`src/rtl/axi_apb_rd_bridge.sv`:
```
// AXI read-slave to APB read-master bridge.
// One APB read per AXI beat, single outstanding burst, 32-bit data path.
module axi_apb_rd_bridge #(
    parameter int unsigned ID_W   = 4,
    parameter int unsigned ADDR_W = 32,
    parameter int unsigned LEN_W  = 8
) (
    input  logic              clk,
    input  logic              rst,
    // AXI read-address channel
    input  logic              arvalid,
    output logic              arready,
    input  logic [ID_W-1:0]   arid,
    input  logic [ADDR_W-1:0] araddr,
    input  logic [LEN_W-1:0]  arlen,
    input  logic [1:0]        arburst,
    // AXI read-data channel
    output logic              rvalid,
    input  logic              rready,
    output logic [ID_W-1:0]   rid,
    output logic [31:0]       rdata,
    output logic [1:0]        rresp,
    output logic              rlast,
    // APB master
    output logic              psel,
    output logic              penable,
    output logic [ADDR_W-1:0] paddr,
    output logic              pwrite,
    input  logic [31:0]       prdata,
    input  logic              pready,
    input  logic              pslverr
);

    typedef enum logic [1:0] {StIdle, StSetup, StAccess, StResp} state_e;

    state_e              state_q, state_d;
    logic [ID_W-1:0]     id_q, id_d;
    logic [ADDR_W-1:0]   addr_q, addr_d;
    logic [LEN_W-1:0]    len_q, len_d;
    logic [1:0]          burst_q, burst_d;
    logic [LEN_W-1:0]    beat_q, beat_d;
    logic [31:0]         rdata_q, rdata_d;
    logic [1:0]          rresp_q, rresp_d;

    logic                last_beat;
    logic                wrap_ok;
    logic [ADDR_W-1:0]   wrap_mask;
    logic [ADDR_W-1:0]   addr_inc;
    logic [ADDR_W-1:0]   addr_next;

    assign last_beat = (beat_q == len_q);

    // Next beat address: FIXED holds, legal WRAP wraps, everything else increments.
    always_comb begin
        addr_inc  = addr_q + ADDR_W'(4);
        wrap_mask = ((ADDR_W'(len_q) + ADDR_W'(1)) << 2) - ADDR_W'(1);
        wrap_ok   = (burst_q == 2'b10) &&
                    ((len_q == LEN_W'(1)) || (len_q == LEN_W'(3)) ||
                     (len_q == LEN_W'(7)) || (len_q == LEN_W'(15)));
        if (burst_q == 2'b00) begin
            addr_next = addr_q;
        end else if (wrap_ok) begin
            addr_next = (addr_q & ~wrap_mask) | (addr_inc & wrap_mask);
        end else begin
            addr_next = addr_inc;
        end
    end

    // FSM next-state and datapath next values.
    always_comb begin
        state_d = state_q;
        id_d    = id_q;
        addr_d  = addr_q;
        len_d   = len_q;
        burst_d = burst_q;
        beat_d  = beat_q;
        rdata_d = rdata_q;
        rresp_d = rresp_q;
        unique case (state_q)
            StIdle: begin
                if (arvalid) begin
                    id_d    = arid;
                    addr_d  = araddr;
                    len_d   = arlen;
                    burst_d = arburst;
                    beat_d  = '0;
                    state_d = StSetup;
                end
            end
            StSetup: state_d = StAccess;
            StAccess: begin
                if (pready) begin
                    rdata_d = prdata;
                    rresp_d = pslverr ? 2'b10 : 2'b00;
                    state_d = StResp;
                end
            end
            StResp: begin
                if (rready) begin
                    if (last_beat) begin
                        state_d = StIdle;
                    end else begin
                        beat_d  = beat_q + LEN_W'(1);
                        addr_d  = addr_next;
                        state_d = StSetup;
                    end
                end
            end
            default: state_d = StIdle;
        endcase
    end

    // State registers with synchronous active-high reset; a burst in flight is dropped.
    always_ff @(posedge clk) begin
        if (rst) begin
            state_q <= StIdle;
            id_q    <= '0;
            addr_q  <= '0;
            len_q   <= '0;
            burst_q <= '0;
            beat_q  <= '0;
            rdata_q <= '0;
            rresp_q <= '0;
        end else begin
            state_q <= state_d;
            id_q    <= id_d;
            addr_q  <= addr_d;
            len_q   <= len_d;
            burst_q <= burst_d;
            beat_q  <= beat_d;
            rdata_q <= rdata_d;
            rresp_q <= rresp_d;
        end
    end

    // Outputs decode straight from registers; arready is masked while reset is held.
    assign arready = (state_q == StIdle) && !rst;
    assign psel    = (state_q == StSetup) || (state_q == StAccess);
    assign penable = (state_q == StAccess);
    assign paddr   = {addr_q[ADDR_W-1:2], 2'b00};
    assign pwrite  = 1'b0;
    assign rvalid  = (state_q == StResp);
    assign rlast   = (state_q == StResp) && last_beat;
    assign rid     = id_q;
    assign rdata   = rdata_q;
    assign rresp   = rresp_q;

endmodule

```
`config.mk`:
```
export PLATFORM = sky130hd
export DESIGN_NAME = axi_apb_rd_bridge
export DESIGN_NICKNAME = d
export VERILOG_FILES = /design/src/rtl/axi_apb_rd_bridge.sv
export SDC_FILE = /design/constraint.sdc
export NUM_CORES = 1
export LEC_CHECK = 0
export ABC_CLOCK_PERIOD_IN_PS = 2300
export BUFFER_PORTS_ARGS = -buffer_cell sky130_fd_sc_hd__buf_4
export CORE_MARGIN = 1.5
export CORE_UTILIZATION = 51
export CTS_CLUSTER_DIAMETER = 80
export DETAILED_ROUTE_END_ITERATION = 8
export HOLD_SLACK_MARGIN = 0.02
export PLACE_DENSITY = 0.8
export SKIP_LAST_GASP = 1
export SLEW_MARGIN = 25
export SYNTH_ARGS = -nofsm -noshare
export SYNTH_HDL_FRONTEND = slang
export SYNTH_SLANG_ARGS = --single-unit
```
`constraint.sdc`:
```
create_clock -name clk -period 2.3 [get_ports clk]
set_input_delay 0.23 -clock clk [delete_from_list [all_inputs] [get_ports clk]]
set_output_delay 0.23 -clock clk [all_outputs]
set_load 0.02 [all_outputs]
```
==> summary.txt, run 1 <==
status: complete, but fails checks
failing checks: design-rule violations
Main synth FF type: dfxtp_1
vias in the first global route: 4840
antenna fix cells: 0
GRT Total Usage: 0.267
Post-Synth Adder-Cell Area: 0.0240
Clk Latency, worst-skew pair: 0.35 ns
largest net degree at the start of global routing: 46
RSZ-0062 raised after global routing: true
Synth Warn #: 0
net switching fraction of the power: 0.417
Starting Density: 0.534
Final HPWL DP: 9530 um
layout cells sized above 1: 0.300
Synth Instances: 607
CP Max Fanout: 8
post-synthesis cell type count: 62
Die H: 99.0 um
Reg clk slew, reported paths: 0.10 ns
fin crit share: 0.969
Rel. slew slack: 0.564
antenna violations before repair: 0
WS Path Type: flip-flop to flip-flop
register bit total from synthesis: 87
EDFF count, synth: 0
Avg Inst Size Synth: 7.74 um2
WHS: 0.109 ns
startpoint types: flip-flop
kind of end point of the critical path: flip-flop
final global-route overflow total: 0
Place WS: -0.00637 ns
CTS tree: yes
DRT antenna net count: 0
combinational share of power: 0.494
Worst Hold Class: input pin to flip-flop
nets: 858
Avg Vias per Cell: 5.65
CP Data Required Time: 2.58 ns
clock group share of total power: 0.169
DRC Markers: 11
Rows: 34
CTS H-tree lvls: 3
Setup-failing EPs final: 0
Initial DRC Count: 236
Pre-antenna DRT Iters: 7
CTS Sinks: 87
area of the core: 8810 um2
Clock Tree Root: clkbuf_8
Syn-to-layout area delta: 35.4%
worst vdd ir: 0.492 mV
Die Wd: 99.0 um
Max Clock Skew: 0.0133 ns
mux cell area share after synthesis: 0.00639
Flop pwr share: 0.337
Post-Synth Simple-Gate Area: 0.272
final core utilization: 0.723
Arr. time, crit path: 2.51 ns
Compound-Gate Fraction of Synth Area: 0.229
Final Max Slew Viols: 0
Static Leak: 0.00264 uW
Net Switching: 2820 uW
PwrDens: 1060 nW/um2
RePlAce Congestion: 0.845
register area share after synthesis: 0.371
# IOs: 160
Highest Clock Rate: 448 MHz
largest family of logic cells by synthesized area: simple AND/OR/NAND/NOR gates
via count: 4963
full die area: 9800 um2
Clock Path Buffers: 2
Mapped Area: 4700 um2
TritonCTS Buffers: 9
drt total wl: 13400 um
first-pass GRT wire length: 21500 um
wire length per cell: 15.3 um
FFs w/ async S/R, synth: 0
max cap viols: 0
Setup WS post-layout: 0.0702 ns
Port Buffers: 153
Final min period: 2.23 ns
Least-Margin Pin Slew: 0.654 ns
internal power: 3940 uW
XOR/XNOR share of the synthesized area: 0.0447
final hold violations: 0
synth_stat cells, types with 10 or more instances:
cell	n	area (um2)
clkbuf_1	27	101
xor2_1	17	149
o32ai_1	14	123
a21oi_1	93	465
nand3_1	16	80.1
nand2b_1	21	131
dfxtp_1	87	1740
nor2_1	31	116
inv_1	10	37.5
nand2_1	127	477
nor3_1	13	65.1
nand4_1	11	68.8
timing repair:
action / in CTS / in global routing
pin swaps: 0 / 6
resized for setup: 3 / 18
hold buffers: 0 / 0
cloned: 0 / 3
setup endpoints to repair: 6 / 35
setup buffers: 0 / 6
metal layers:
| layer | track usage | vias up | wire, um |
|---|---|---|---|
| li1 | - | 2452 | - |
| met1 | 0.316 | 2299 | 5530 |
| met2 | 0.468 | 194 | 6470 |
| met3 | 0.0752 | 18 | 1230 |
| met4 | 0.0835 | 0 | 177 |
| met5 | 0 | - | 0 |
worst max-delay path, stage by stage, from the launching register on:
cell       delay (ns)
dfxtp_4          0.40
ha_2             0.23
a21boi_1         0.12
a2111oi_4        0.34
nand3_2          0.15
o211ai_4         0.43
clkbuf_16        0.24
o21ai_1          0.07
a21oi_1          0.17
per-stage QoR:
stage | area [um2] | setup TNS [ns] | power (uW) | cells
2_1_floorplan | 4710 | 0 | 4170 | 610
3_3_place_gp | 5990 | 0 | 5160 | 853
3_5_place_dp | 5990 | -0.00637 | 5280 | 853
4_1_cts | 6200 | 0 | 6430 | 869
5_1_grt | 6360 | -0.368 | 7150 | 878
6_report | 6360 | 0 | 6750 | 878
worst paths after layout:
path | slack (ns) | startpoint | cells past startpoint | to
worst min register to register | 0.46 | rdata[27] | 2 | rdata[27]
worst max register to register | 0.07 | len_q[1] | 8 | flip-flop
worst min-delay path | 0.11 | arlen[2] | 3 | len_q[2]
worst max-delay path | 0.07 | len_q[1] | 8 | flip-flop
placed cells by master, fill, tap and decap left out, types with 3 or more instances in the layout:
cell / synthesis / layout
a211oi_1: 3 / 3
and4_1: 5 / 5
nand3b_1: 4 / 4
nand2b_1: 21 / 21
dfxtp_2: 0 / 4
nor3_1: 13 / 13
o32ai_1: 14 / 14
a31oi_1: 4 / 4
nand2_1: 127 / 126
conb_1: 1 / 4
nor2_1: 31 / 31
and3_1: 7 / 6
ha_1: 9 / 7
and2_1: 5 / 4
dfxtp_1: 87 / 81
nor4_1: 3 / 3
nor2b_1: 5 / 5
xor2_1: 17 / 17
inv_1: 10 / 9
a21oi_1: 93 / 92
nand3_1: 16 / 16
nand4b_1: 3 / 3
nand4_1: 11 / 11
buf_4: 6 / 181
a21o_1: 6 / 6
or3_1: 5 / 5
o21ai_0: 7 / 7
o21ai_1: 9 / 9
mux2i_1: 3 / 3
xnor2_1: 7 / 6
clkbuf_8: 0 / 10
logic make-up after synthesis:
| group | Yosys count |
|---|---|
| AO/OA/AOI/OAI | 165 |
| XOR/XNOR | 24 |
| adder cells (fa/ha/maj) | 9 |
| buffers and inverters | 53 |
| flip-flops | 87 |
| multiplexers | 3 |
| other | 1 |
| AND/OR/NAND/NOR | 265 |
area by class of cell:
cell class	count	area (um2)
clock buffers	10	138
clock inverters	6	75.1
fillers	698	2440
inverters	11	41.3
multi-input cells	470	2770
flip-flops and latches	87	1750
well taps	108	135
repair buffers	186	1450
power by group through the flow:
stage | registers, uW | clock network (uW) | logic (uW)
finish | 2280 | 1140 | 3330
global route | 2330 | 1230 | 3590
CTS | 2260 | 1160 | 3010
detailed placement | 2290 | 0 | 2990
global placement | 2260 | 0 | 2900
floorplan | 2560 | 0 | 1600
Note: power is estimated with default switching activity, not from simulation.
==> run 2, diff against run 1 <==
- CELL_PAD_IN_SITES_DETAIL_PLACEMENT: unset -> 1
- CELL_PAD_IN_SITES_GLOBAL_PLACEMENT: unset -> 1
- CORE_UTILIZATION: 51 -> 36
==> summary.txt, run 2 (synthesis results as in run 1) <==
Setup-failing EPs final: 0
Least-Margin Pin Slew: 0.863 ns
hold path cells: 3
Highest Clock Rate: 458 MHz
cell breakdown of the critical path: buf_4 > and3_2 > nand4_1 > a2111oi_4 > o211ai_4 > buf_4 > o21ai_1 > a21oi_1
startpoint types: flip-flop
Reg clk slew, reported paths: 0.07 ns
delay-heaviest family, CP: compound AO/OA/AOI/OAI gates
clock group share of total power: 0.211
CP max-delay cell: a2111oi_4
TritonCTS Buffers: 9
hold wc startpoint: prdata[17]
RePlAce Congestion: 0.823
via count: 4975
layout cells sized above 1: 0.289
Clock Tree Root: clkbuf_16
DRT antenna net count: 0
GRT Total Usage: 0.225
combinational share of power: 0.462
Rows: 41
Die H: 117 um
Rel. slew slack: 0.425
Max Clock Skew: 0.00667 ns
# IOs: 160
largest net degree at the start of global routing: 84
CTS Sinks: 87
drt total wl: 15400 um
first-pass GRT wire length: 24500 um
max cap viols: 0
Final HPWL DP: 11100 um
Setup WS post-layout: 0.116 ns
WS Path Type: flip-flop to flip-flop
area of the core: 12700 um2
Pre-antenna DRT Iters: 4
CP Data Required Time: 2.49 ns
kind of end point of the critical path: flip-flop
CTS H-tree lvls: 3
Inst Count DP: 920
Final min period: 2.18 ns
Final Non-Filler Cells: 936
net switching fraction of the power: 0.410
Initial DRC Count: 214
nets: 854
vias in the first global route: 5218
Static Leak: 0.00265 uW
DRC Markers: 0
Clock Path Buffers: 2
PwrDens: 1080 nW/um2
Port Buffers: 153
status: finished clean
antenna violations before repair: 0
Syn-to-layout area delta: 37.0%
reg-to-reg startpoint: len_q[1]
Buf/Inv on CP: 2
Final Max Slew Viols: 0
wire length per cell: 16.5 um
most common cell after layout, fill and taps aside: buf_4
fin crit share: 0.950
Starting Density: 0.371
Clk Latency, worst-skew pair: 0.34 ns
filler instances: 1584
Die Wd: 117 um
Avg Vias per Cell: 5.32
Arr. time, crit path: 2.38 ns
fin area: 6440 um2
worst vdd ir: 0.560 mV
final hold violations: 0
Flop pwr share: 0.328
FF-to-FF setup slack: 0.12 ns
slowest cell delay on critical path: 0.47 ns
RSZ-0062 raised after global routing: false
most used cell, CP: buf_4
internal power: 4080 uW
Worst Reg-to-Reg Cells: 8
commonest non-fill, non-tap cells in the layout: 180 x buf_4, 126 x nand2_1, 93 x a21oi_1
CP Max Fanout: 8
Net Switching: 2840 uW
CTS tree: yes
Fin Setup TNS: 0 ns
Place WS: 0.00832 ns
Min-Delay Endpoint: rdata[17]
final global-route overflow total: 0
antenna fix cells: 0
full die area: 13700 um2
Worst Hold Class: input pin to flip-flop
placed cell areas: 6090 um2
==> run 2: changes by cell type in the layout (fill, tap and decap cells not counted), moves of 2 or more <==
cell	delta
clkbuf_8	-10
a221oi_2	-2
dfxtp_2	+2
a221oi_1	+2
dfxtp_4	-2
clkbuf_16	+7
==> run 2: stage by stage <==
stage / utilization / total power, uW / hold slack [ns]
after detailed placement: 0.481 / 5420 / 0.447
after global placement: 0.481 / 5270 / 0.443
after CTS: 0.503 / 6900 / 0.120
after global routing: 0.508 / 7370 / 0.125
final: 0.508 / 6920 / 0.131
after floorplan: - / 4170 / 0.366
==> run 2: power by group through the flow <==
stage | clock network [uW] | registers [uW] | logic [uW]
after floorplan | 0 | 2560 | 1600
after global placement | 0 | 2250 | 3020
after detailed placement | 0 | 2290 | 3130
after CTS | 1500 | 2260 | 3150
after global routing | 1560 | 2320 | 3490
final | 1460 | 2270 | 3200
==> run 2: worst max path at each step <==
stage               depth (start not counted)  slack (ns)   endpoint       start
floorplan                                   7        0.05  flip-flop  state_q[1]
global placement                            8         0.1  flip-flop    len_q[0]
detailed placement                          7       0.008  flip-flop    len_q[2]
CTS                                         7       0.007  flip-flop  state_q[1]
global route                                8       0.004  flip-flop    len_q[1]
finish                                      8        0.12  flip-flop    len_q[1]
==> run 2: area by class of cell <==
class,instances,area [um2],area share
Timing Repair Buffer,182,1380,0.215
Multi-Input combinational cell,470,2760,0.429
Tap cell,172,215,0.0334
Clock buffer,9,225,0.0350
Inverter,11,41.3,0.00642
Clock inverter,5,60.1,0.00933
Sequential cell,87,1750,0.272
==> run 2: layer usage <==
layer	wire length [um]	track usage
met1	6560	0.265
met2	7510	0.387
met3	1120	0.0659
met4	242	0.0827
met5	0	0
==> run 2: tightest hold or removal path, stage by stage <==
cell and delay, ns:
buf_4 0.11, nand2_1 0.05, a21oi_1 0.05
==> run 2: repair_timing <==
item / 4_1_cts / 5_1_grt
endpoints found under the setup margin: 11 / 31
setup buffers: 0 / 2
pin swaps: 0 / 3
resized for setup: 2 / 14
hold buffers: 0 / 0
==> run 3, diff against run 2 <==
- ABC_CLOCK_PERIOD_IN_PS: 2300 -> 1800
- CORE_UTILIZATION: 36 -> 32
- PLACE_DENSITY: 0.8 -> 0.75
- clock period: 2.3 -> 1.8 ns (I/O delays scaled with it)
==> summary.txt, run 3 (synthesis results as in run 1) <==
antenna fix cells: 0
TritonCTS Buffers: 9
Inst Count DP: 1002
Die H: 124 um
layout cells sized above 1: 0.426
nets: 945
startpoint types: flip-flop
failing checks: negative setup slack
largest net degree at the start of global routing: 61
drt total wl: 18000 um
Max Clock Skew: 0.00617 ns
Clk Latency, worst-skew pair: 0.35 ns
Syn-to-layout area delta: 63.6%
full die area: 15400 um2
Clock Path Buffers: 2
Final min period: 2.25 ns
Least-Margin Pin Slew: 0.719 ns
Initial DRC Count: 214
via count: 5446
# IOs: 160
fin crit share: 1.25
Die Wd: 124 um
GRT Total Usage: 0.226
antenna violations before repair: 0
Final Non-Filler Cells: 1041
met2 WL: 9280 um
Port Buffers: 153
WHS: 0.0757 ns
fin area: 7690 um2
CTS H-tree lvls: 3
first-pass GRT wire length: 27400 um
Reg clk slew, reported paths: 0.07 ns
Pre-antenna DRT Iters: 4
Avg Vias per Cell: 5.23
Highest Clock Rate: 444 MHz
Setup WS post-layout: -0.453 ns
placed cell areas: 6720 um2
Rel. slew slack: 0.521
Static Leak: 0.00320 uW
Final Max Slew Viols: 0
M1 wire length: 7300 um
max cap viols: 0
area of the core: 14400 um2
filler instances: 1729
highest metal used: met4
vias in the first global route: 5666
wire length per cell: 17.3 um
Worst Hold Class: input pin to flip-flop
RSZ-0062 raised after global routing: true
kind of end point of the critical path: flip-flop
Starting Density: 0.326
status: complete, but fails checks
DRC Markers: 0
final global-route overflow total: 0
DRT antenna net count: 0
commonest non-fill, non-tap cells in the layout: 249 x buf_4, 126 x nand2_1, 80 x dfxtp_1
final hold violations: 0
most common cell after layout, fill and taps aside: buf_4
CTS tree: yes
RePlAce Congestion: 0.800
Post-CTS Hold Buffers: 0
CP Data Required Time: 2.00 ns
Setup-failing EPs final: 40
WS Path Type: flip-flop to flip-flop
Final HPWL DP: 12400 um
final core utilization: 0.533
worst vdd ir: 0.869 mV
Clock Tree Root: clkbuf_16
CP Max Fanout: 8
PwrDens: 1410 nW/um2
Arr. time, crit path: 2.46 ns
met3 WL post-DR: 1090 um
CTS Sinks: 87
Rows: 44
## run 3: worst max-delay path, stage by stage, from the launching register on
cell and delay, ns:
dfxtp_2 0.34, buf_6 0.12, ha_4 0.16, xnor2_2 0.17
o211ai_1 0.19, a2111oi_4 0.41, o211ai_4 0.16, buf_6 0.18
buf_16 0.15, a21oi_4 0.13, o32ai_4 0.10
## run 3: final timing paths
check | from | to | slack, ns | cells after the start
max | len_q[1] | flip-flop | -0.45 | 10
min | prdata[7] | rdata[7] | 0.08 | 3
max reg2reg | len_q[1] | flip-flop | -0.45 | 10
min reg2reg | rdata[3] | rdata[3] | 0.46 | 2
## run 3: power by group
| part | internal [uW] | leakage [uW] | total (uW) | switching, uW |
|---|---|---|---|---|
| registers | 2390 | 0.000713 | 2750 | 367 |
| clock network | 1020 | 0.000143 | 1830 | 816 |
| logic | 3090 | 0.00235 | 6280 | 3200 |
| total | 6490 | 0.00320 | 10900 | 4380 |
## run 3: timing repair
action | CTS | global route
buffers inserted | 19 | 4
pin swaps | 28 | 20
setup endpoints to repair | 40 | 41
gates resized for setup | 69 | 29
gates cloned | 1 | 2
## run 3: final cells by class
cell class	count	area [um2]	share of cell area
tap	184	230	0.0300
timing repair buffer	273	2220	0.289
multi-input combinational	470	3150	0.410
clock inverter	4	27.5	0.00358
sequential	87	1760	0.228
inverter	11	41.3	0.00537
clock buffer	12	256	0.0334
## run 3: through the flow
step / worst slack, ns / total power, uW / setup TNS, ns
final: -0.453 / 10900 / -13.36
after global routing: -0.532 / 11500 / -17.15
after CTS: -0.403 / 10400 / -12.08
after detailed placement: -0.468 / 7670 / -12.44
after global placement: -0.370 / 7480 / -9.36
after floorplan: -0.297 / 5460 / -8.45
## run 3: layer usage
metal  up-vias  global-route usage
met4         0              0.0703
li1       2623                   -
met2       163               0.410
met5         -                   0
met3        33              0.0490
met1      2627               0.263
